$ cat config.mk
export PLATFORM = sky130hd
export DESIGN_NAME = complex_multiplier_axis
export DESIGN_NICKNAME = d
export VERILOG_FILES = /design/src/rtl/complex_multiplier_axis.sv
export SDC_FILE = /design/constraint.sdc
export NUM_CORES = 2
export LEC_CHECK = 0
export ABC_CLOCK_PERIOD_IN_PS = 16000
export CAP_MARGIN = 25
export CELL_PAD_IN_SITES_DETAIL_PLACEMENT = 0
export CELL_PAD_IN_SITES_GLOBAL_PLACEMENT = 1
export CORE_ASPECT_RATIO = 1.2
export CORE_UTILIZATION = 57
export CTS_CLUSTER_SIZE = 20
export DETAILED_ROUTE_END_ITERATION = 6
export DONT_BUFFER_PORTS = 1
export GPL_TIMING_DRIVEN = 0
export HOLD_SLACK_MARGIN = 0.08
export PLACE_DENSITY = 0.92
export SYNTH_ARGS = -nofsm -noshare
export SYNTH_HDL_FRONTEND = slang
export SYNTH_SLANG_ARGS = --single-unit
$ cat constraint.sdc
create_clock -name aclk -period 16 [get_ports aclk]
set_input_delay 3.2 -clock aclk [delete_from_list [all_inputs] [get_ports aclk]]
set_output_delay 3.2 -clock aclk [all_outputs]
set_load 0.01 [all_outputs]
$ cat src/rtl/complex_multiplier_axis.sv
`timescale 1ns/1ps
// Pipelined signed complex multiplier with AXI-Stream operand/product ports.
// Stages: operand hold register, four partial products, add/sub + rescale.
module complex_multiplier_axis #(
  parameter int unsigned OPERAND_WIDTH_A   = 16,
  parameter int unsigned OPERAND_WIDTH_B   = 16,
  parameter int unsigned OPERAND_WIDTH_OUT = 33,
  parameter bit          BYTE_ALIGNED      = 1'b0,
  parameter bit          BLOCKING          = 1'b1,
  localparam int unsigned PWA = BYTE_ALIGNED ? 8 * ((OPERAND_WIDTH_A + 7) / 8) : OPERAND_WIDTH_A,
  localparam int unsigned PWB = BYTE_ALIGNED ? 8 * ((OPERAND_WIDTH_B + 7) / 8) : OPERAND_WIDTH_B,
  localparam int unsigned PWO = BYTE_ALIGNED ? 8 * ((OPERAND_WIDTH_OUT + 7) / 8) : OPERAND_WIDTH_OUT
) (
  input  logic             aclk,
  input  logic             aresetn,
  input  logic [2*PWA-1:0] s_axis_a_tdata,
  input  logic             s_axis_a_tvalid,
  output logic             s_axis_a_tready,
  input  logic [2*PWB-1:0] s_axis_b_tdata,
  input  logic             s_axis_b_tvalid,
  output logic             s_axis_b_tready,
  output logic [2*PWO-1:0] m_axis_dout_tdata,
  output logic             m_axis_dout_tvalid,
  input  logic             m_axis_dout_tready
);

  localparam int unsigned AW     = OPERAND_WIDTH_A;
  localparam int unsigned BW     = OPERAND_WIDTH_B;
  localparam int unsigned OW     = OPERAND_WIDTH_OUT;
  localparam int unsigned PROD_W = AW + BW;
  localparam int unsigned FULL_W = AW + BW + 1;
  localparam int unsigned SHIFT  = (OW < FULL_W) ? (FULL_W - OW) : 0;
  localparam int unsigned EXT_W  = (PWO > FULL_W) ? PWO : FULL_W;

  logic                     r_active;
  logic                     r_a_full;
  logic                     r_b_full;
  logic signed [AW-1:0]     r_a_re;
  logic signed [AW-1:0]     r_a_im;
  logic signed [BW-1:0]     r_b_re;
  logic signed [BW-1:0]     r_b_im;
  logic                     r_p_valid;
  logic signed [PROD_W-1:0] r_p_rr;
  logic signed [PROD_W-1:0] r_p_ii;
  logic signed [PROD_W-1:0] r_p_ri;
  logic signed [PROD_W-1:0] r_p_ir;
  logic                     r_out_valid;
  logic [PWO-1:0]           r_out_re;
  logic [PWO-1:0]           r_out_im;

  logic                     w_adv;
  logic                     w_pair;
  logic                     w_a_fire;
  logic                     w_b_fire;
  logic                     w_a_load;
  logic                     w_b_load;
  logic signed [FULL_W-1:0] w_re_full;
  logic signed [FULL_W-1:0] w_im_full;
  logic signed [FULL_W-1:0] w_re_sh;
  logic signed [FULL_W-1:0] w_im_sh;
  logic signed [EXT_W-1:0]  w_re_ext;
  logic signed [EXT_W-1:0]  w_im_ext;
  logic                     w_unused;

  // Whole pipeline stalls together on output backpressure
  assign w_adv    = BLOCKING ? (!r_out_valid || m_axis_dout_tready) : 1'b1;
  assign w_pair   = r_a_full && r_b_full && w_adv;

  assign s_axis_a_tready = r_active && (!BLOCKING || !r_a_full);
  assign s_axis_b_tready = r_active && (!BLOCKING || !r_b_full);

  assign w_a_fire = s_axis_a_tvalid && s_axis_a_tready;
  assign w_b_fire = s_axis_b_tvalid && s_axis_b_tready;
  assign w_a_load = BLOCKING ? w_a_fire : (w_a_fire && w_b_fire);
  assign w_b_load = BLOCKING ? w_b_fire : (w_a_fire && w_b_fire);

  // Full-precision sums, then truncating rescale or sign extension
  assign w_re_full = FULL_W'(r_p_rr) - FULL_W'(r_p_ii);
  assign w_im_full = FULL_W'(r_p_ri) + FULL_W'(r_p_ir);
  assign w_re_sh   = w_re_full >>> SHIFT;
  assign w_im_sh   = w_im_full >>> SHIFT;
  assign w_re_ext  = EXT_W'(w_re_sh);
  assign w_im_ext  = EXT_W'(w_im_sh);

  assign m_axis_dout_tdata  = {r_out_im, r_out_re};
  assign m_axis_dout_tvalid = r_out_valid;

  // Pad bits, unused sign-extension bits and tready in non-blocking mode
  assign w_unused = ^{s_axis_a_tdata, s_axis_b_tdata, m_axis_dout_tready, w_re_ext, w_im_ext};

  always_ff @(posedge aclk or negedge aresetn) begin
    if (!aresetn) begin
      r_active    <= 1'b0;
      r_a_full    <= 1'b0;
      r_b_full    <= 1'b0;
      r_a_re      <= '0;
      r_a_im      <= '0;
      r_b_re      <= '0;
      r_b_im      <= '0;
      r_p_valid   <= 1'b0;
      r_p_rr      <= '0;
      r_p_ii      <= '0;
      r_p_ri      <= '0;
      r_p_ir      <= '0;
      r_out_valid <= 1'b0;
      r_out_re    <= '0;
      r_out_im    <= '0;
    end else begin
      r_active <= 1'b1;

      if (BLOCKING) begin
        if (w_a_fire)    r_a_full <= 1'b1;
        else if (w_pair) r_a_full <= 1'b0;
        if (w_b_fire)    r_b_full <= 1'b1;
        else if (w_pair) r_b_full <= 1'b0;
      end else begin
        r_a_full <= w_a_fire && w_b_fire;
        r_b_full <= w_a_fire && w_b_fire;
      end

      if (w_a_load) begin
        r_a_re <= s_axis_a_tdata[AW-1:0];
        r_a_im <= s_axis_a_tdata[PWA+AW-1:PWA];
      end
      if (w_b_load) begin
        r_b_re <= s_axis_b_tdata[BW-1:0];
        r_b_im <= s_axis_b_tdata[PWB+BW-1:PWB];
      end

      if (w_adv) begin
        r_p_valid <= w_pair;
        if (w_pair) begin
          r_p_rr <= PROD_W'(r_a_re) * PROD_W'(r_b_re);
          r_p_ii <= PROD_W'(r_a_im) * PROD_W'(r_b_im);
          r_p_ri <= PROD_W'(r_a_re) * PROD_W'(r_b_im);
          r_p_ir <= PROD_W'(r_a_im) * PROD_W'(r_b_re);
        end
        r_out_valid <= r_p_valid;
        if (r_p_valid) begin
          r_out_re <= w_re_ext[PWO-1:0];
          r_out_im <= w_im_ext[PWO-1:0];
        end
      end
    end
  end

endmodule

# Word level (Yosys, flattened, before mapping)
# Cells that the tools add are included.
# Widths: inputs -> output; s select.
# word_totals
ram_bits	0
mem_bits_ro	0
n_memories	0
ff_bits	263
latchBits	0
output_inout_bits	69
# classes
mul	4
reduce_logical	14
n_mux	3
bitwise	0
n_shift	0
div_mod_pow	0
addsub	2
n_eq_ne	0
order_cmp	0
# op_table
operator	count
$mul 16x16->32	4
$add 32x32->33	1
$sub 32x32->33	1
$logic_and 1x1->1	6
$reduce_and 2->1	2
$reduce_bool 2->1	2
$logic_not 1->1	3
$mux 1	3
$logic_or 1x1->1	1

# Logic depth before layout (Yosys ltp)
# logic_depth
depth_word	5
ltp_mapped	24
depth_no_buf	23

# Worst setup path after synthesis
# No wires, ideal clock.
# synth_timing
kind	register -> register
from	register r_a_im[15]
to	register r_p_ii[31]
arrival_time_ps	6300
setup_slack_ps	9618
stages_incl_launch_ff	22
period_less_slack_ps	6382
setup_time_ps	82
cell_sequence	dfrtp_1 > clkbuf_1 > nand2_1 > inv_1 > fa_1 > fa_1 > fa_1 > fa_1 > fa_1 > inv_1 > fa_1 > inv_1 > ha_1 > a21oi_1 > nor2b_1 > o21ai_0 > nand2b_1 > o41a_1 > o31a_1 > o211a_1 > or3_1 > a31oi_1
# synth_between
elab_chain_cells	1
# synth_lines
element	line_no	text
start: declaration	39	logic signed [AW-1:0] r_a_im;
start signal: assignment	123	r_a_im <= s_axis_a_tdata[PWA+AW-1:PWA];
$mul 16x16->32	134	r_p_ii <= PROD_W'(r_a_im) * PROD_W'(r_b_im);
end signal: assignment	134	
end: declaration	44	logic signed [PROD_W-1:0] r_p_ii;
# No other way between the ends.
# A chain may end at the register's enable or synchronous reset.

# Final worst setup path
# layout_timing
from	register r_b_im[4]
to	register r_p_ii[31]
# layout_between
elab_chain_cells	1
# layout_lines
element	line_no	text
start: declaration	41	logic signed [BW-1:0] r_b_im;
start signal: assignment	127	r_b_im <= s_axis_b_tdata[PWB+BW-1:PWB];
$mul 16x16->32	134	
# No other way between the ends.

==> summary by stage <==
Detailed routing
The detail route stage leaves a number of antenna-violating nets equal to 0. The via count is 39899. The total wire length is 178 mm.

The detailed router finished its first iteration with 3810 violations. In the final routed layout, each cell accounts on average for 26.1 um. The length of the first detailed-routing pass in iterations is 6. After detailed routing, the number of vias per cell comes to 5.85. The residual DRC count is 0.

Critical path
For this design, the slowest cell found on the critical path is sky130_fd_sc_hd__clkbuf_1. The launch instance of the worst register-to-register path is r_b_im[4]. The worst-path maximum fanout is 10. The category of the critical setup timing path is reg2reg. The critical path data arrival time is 9.10 ns. The delay contributed by the slowest stage of the critical path is 0.95 ns. The dominant cell type by count on the critical path is sky130_fd_sc_hd__fa_1.

The worst setup path is captured at a flop. The required arrival time at the worst endpoint is 16.40 ns. The origin of the worst setup path is r_b_im[4].

The critical path goes through clkbuf_1, nand2_1, fa_1, inv_1, fa_1, fa_1, fa_1, fa_1, inv_1, fa_1, inv_1, ha_1, nand3_1, or4_1, nor2_1, o41a_1, o31a_1, o211a_1, o21ai_0, a31oi_1. STA classifies the critical path startpoint as a flop.

Run status
The flow ran to the end, and the final reports show no timing, DRC or antenna violations.

Clocking
Once the clock tree was built, the resizer swapped 0 gates to a different size. The maximum level of the CTS H-tree is 2. In this run, CTS created clock tree buffers numbering 34.

The number of buffers between clock root and the deepest sink is 3. After clock tree synthesis, the clock-pin slew on the worst setup and hold paths is 0.08 ns. For this design, the sink count on the clock tree is 263.

The post-CTS setup buffer count is 0. The cell chosen for the clock root is sky130_fd_sc_hd__clkbuf_16. The CTS tree is yes. The clock latency at the later pin of the worst-skew pair is 0.61 ns. The number of buffers inserted by hold repair at cts is 0.

Layout
The net count of the finished layout is 7140. The fraction of final layout cells sized beyond drive strength 1 is 2.74%. The layout has 7842 filler cells. The post-route non-filler standard cell count is 6824. The area added between synthesis and finish is 5.64%.

Yosys
The fraction of the mapped netlist area in compound gates is 7.27%. The combinational family with the most area after synthesis is adder cells. The post-synthesis net count is 7089. In this run, synthesis produced a sequential element count of 263. In the synthesized netlist the async set-or-reset flop fraction comes to 100%. The distinct cell type count after synthesis is 71.

The number of enable-type register cells in the synthesized netlist is 0. The cell area after technology mapping is 51700 um2. The dominant cell type by area after synthesis is sky130_fd_sc_hd__fa_1. The top flip-flop cell by instance count after synthesis is sky130_fd_sc_hd__dfrtp_1. The multiplexer fraction of the synthesized cell area is 1.54%. The share of the Yosys chip area taken by registers is 12.7%. The xor/xnor share of the synthesized area is 3.02%.

The Yosys step of the flow raised 0 warnings. After Yosys synthesis, full adders, half adders and majority gates account for 50.2% of the synthesized area. By area the synthesized netlist is led by sky130_fd_sc_hd__fa_1, sky130_fd_sc_hd__dfrtp_1, sky130_fd_sc_hd__ha_1. The area fraction of the dominant cell type after synthesis is 40.7%. The cell count after synthesis is 5578. The average instance in the mapped netlist occupies 9.26 um2. The area fraction in and, or, nand and nor cells after synthesis is 14.7%.

Global routing
The maximum number of pins on one net before global-route repair is 264. The first-pass GRT wire length is 263 mm. The overall fraction of global-route tracks in use is 39.8%.

The via count of the first global-routing pass is 40879. Global routing finished with a remaining overflow of 0. The initial antenna violation count is 20.

Timing
For this run, the top clock speed supported by timing is 115 MHz. The worst-case headroom to the max-slew limit is 19.4%. The time the worst path needs with I/O delays and setup is 8.69 ns. The post-route clock period utilization is 54.3%. Once routing completed, OpenROAD measured the worst setup slack at 7.31 ns. The count of endpoints failing hold in the final timing report was 0.

Setup repair after global routing left no endpoint under its margin. The count of final max-slew check failures is 0. The setup TNS after final layout is 0 ns. Setup violations remaining at the end of the flow were counted as 0.

The slew at the pin closest to its max-slew limit is 1.21 ns. The largest clock skew in the final design is 0.0516 ns.

Place
The last weighted congestion value of the routability-driven placer is 1.07. Port buffering added 0 buffers. Summed over all nets, the half-perimeter wirelength after detailed placement is 147 mm.

The cell count after placement is 6749. The worst slack at placement is 7.66 ns.

Floorplan
The total die area is 91900 um2. The placeable core area is 89500 um2. The die is 332 um tall. The floorplan has 120 rows. The starting density of the core is 57.7%.

138 I/O pins were placed. The floorplan die width is 277 um.

Worst hold path
The hold path startpoint is r_p_ir[0]. The class of the worst hold path is reg2reg.

Flow run
The count of max-cap constraint violations is 0.
-- state kept, by name, summed over array words and instances, names as in the netlist, 32 cells and up --
name / cells
r_p_ir: 32
r_out_im: 33
r_p_ii: 32
r_p_rr: 32
r_out_re: 33
r_p_ri: 32
-- synth_stat cells, types with 8 or more instances --
| library cell | instances |
|---|---|
| sky130_fd_sc_hd__nor2b_1 | 21 |
| sky130_fd_sc_hd__nand3_1 | 35 |
| sky130_fd_sc_hd__a211oi_1 | 17 |
| sky130_fd_sc_hd__nor2_1 | 126 |
| sky130_fd_sc_hd__and3_1 | 19 |
| sky130_fd_sc_hd__a21o_1 | 66 |
| sky130_fd_sc_hd__a31oi_1 | 15 |
| sky130_fd_sc_hd__nand2b_1 | 38 |
| sky130_fd_sc_hd__ha_1 | 392 |
| sky130_fd_sc_hd__clkbuf_1 | 233 |
| sky130_fd_sc_hd__xor2_1 | 63 |
| sky130_fd_sc_hd__o21a_1 | 26 |
| sky130_fd_sc_hd__nand4_1 | 10 |
| sky130_fd_sc_hd__a211o_1 | 9 |
| sky130_fd_sc_hd__fa_1 | 1050 |
| sky130_fd_sc_hd__o31ai_1 | 17 |
| sky130_fd_sc_hd__o211ai_1 | 10 |
| sky130_fd_sc_hd__o21ai_0 | 225 |
| sky130_fd_sc_hd__or3_1 | 17 |
| sky130_fd_sc_hd__nor3_1 | 23 |
| sky130_fd_sc_hd__inv_1 | 1205 |
| sky130_fd_sc_hd__and2_1 | 505 |
| sky130_fd_sc_hd__buf_1 | 11 |
| sky130_fd_sc_hd__xnor2_1 | 115 |
| sky130_fd_sc_hd__dfrtp_1 | 263 |
| sky130_fd_sc_hd__o21bai_1 | 15 |
| sky130_fd_sc_hd__a21oi_1 | 121 |
| sky130_fd_sc_hd__nand2_1 | 751 |
| sky130_fd_sc_hd__mux2_2 | 66 |
| sky130_fd_sc_hd__nor3b_1 | 8 |
-- final timing paths --
| path | endpoint | slack, ns | cells after the start |
|---|---|---|---|
| max in group asynchronous | r_p_ii[20] | 13.01 | 0 |
| worst min-delay path | r_p_ir[0] | 0.48 | 2 |
| worst max-delay path | r_p_ii[31] | 7.31 | 20 |
| worst min register to register | r_p_ir[0] | 0.48 | 2 |
| worst max register to register | r_p_ii[31] | 7.31 | 20 |
| min in group asynchronous | r_b_re[15] | 2.31 | 0 |
-- logic make-up (layout without fill, tap and decap cells) --
| family | Yosys count | after routing |
|---|---|---|
| AND/OR/NAND/NOR | 1573 | 1573 |
| AO/OA/AOI/OAI | 601 | 601 |
| adder cells (fa/ha/maj) | 1442 | 1442 |
| XOR/XNOR | 178 | 178 |
| flip-flops | 263 | 263 |
| multiplexers | 71 | 71 |
| buffers and inverters | 1449 | 1526 |
| other | 1 | 11 |
-- critical path, delay by kind of cell, from the launching register on --
kind | cells | cell delay [ns]
AOI/OAI and AO/OA | 5 | 2.06
and+or+nand+nor | 4 | 0.82
DFF | 1 | 0.69
adders and majority gates | 7 | 3.80
buffers and inverters | 4 | 1.11
-- layout make-up --
type                            instances  area (um2)  area share, %
Timing Repair Buffer                   15         243          0.445
Antenna cell                           10        25.0         0.0458
Inverter                             1205        4520           8.29
Clock buffer                           40         913           1.67
Buffer                                244         917           1.68
Clock inverter                         22         283          0.518
Sequential cell                       263        6580           12.1
Multi-Input combinational cell       3866       39700           72.6
Tap cell                             1159        1450           2.66
-- cell usage in the layout (no fill, tap or decap), types with 6 or more instances in the layout --
cell and n:
sky130_fd_sc_hd__a211o_1 9, sky130_fd_sc_hd__a211oi_1 17, sky130_fd_sc_hd__a21o_1 66, sky130_fd_sc_hd__a21oi_1 121
sky130_fd_sc_hd__a31oi_1 15, sky130_fd_sc_hd__and2_1 505, sky130_fd_sc_hd__and3_1 19, sky130_fd_sc_hd__buf_1 10
sky130_fd_sc_hd__buf_8 12, sky130_fd_sc_hd__clkbuf_1 235, sky130_fd_sc_hd__clkbuf_16 34, sky130_fd_sc_hd__dfrtp_1 263
sky130_fd_sc_hd__diode_2 10, sky130_fd_sc_hd__fa_1 1050, sky130_fd_sc_hd__ha_1 392, sky130_fd_sc_hd__inv_1 1205
sky130_fd_sc_hd__inv_6 7, sky130_fd_sc_hd__mux2_2 66, sky130_fd_sc_hd__nand2_1 751, sky130_fd_sc_hd__nand2b_1 38
sky130_fd_sc_hd__nand3_1 35, sky130_fd_sc_hd__nand4_1 10, sky130_fd_sc_hd__nor2_1 126, sky130_fd_sc_hd__nor2b_1 21
sky130_fd_sc_hd__nor3_1 23, sky130_fd_sc_hd__nor3b_1 8, sky130_fd_sc_hd__o211ai_1 10, sky130_fd_sc_hd__o21a_1 26
sky130_fd_sc_hd__o21ai_0 225, sky130_fd_sc_hd__o21bai_1 15, sky130_fd_sc_hd__o22ai_1 7, sky130_fd_sc_hd__o31a_1 6
sky130_fd_sc_hd__o31ai_1 17, sky130_fd_sc_hd__o41ai_1 6, sky130_fd_sc_hd__or3_1 17, sky130_fd_sc_hd__xnor2_1 115
sky130_fd_sc_hd__xor2_1 63
-- per-layer routing --
metal	wire length (um)	track usage (%)
met1	65400	50.1
met2	78900	60.6
met3	18500	9.62
met4	15500	27.7
met5	94	0
-- metrics by stage --
stage	util [%]	hold WS, ns	area (um2)
2_1_floorplan	-	0.443	51700
3_3_place_gp	59.4	0.458	53100
3_5_place_dp	59.6	0.467	53300
4_1_cts	60.9	0.480	54500
5_1_grt	61.0	0.499	54600
6_report	61.0	0.475	54600
Power is not shown: default switching activity piles up to over one toggle a cycle in this logic, so the estimate is an artifact.
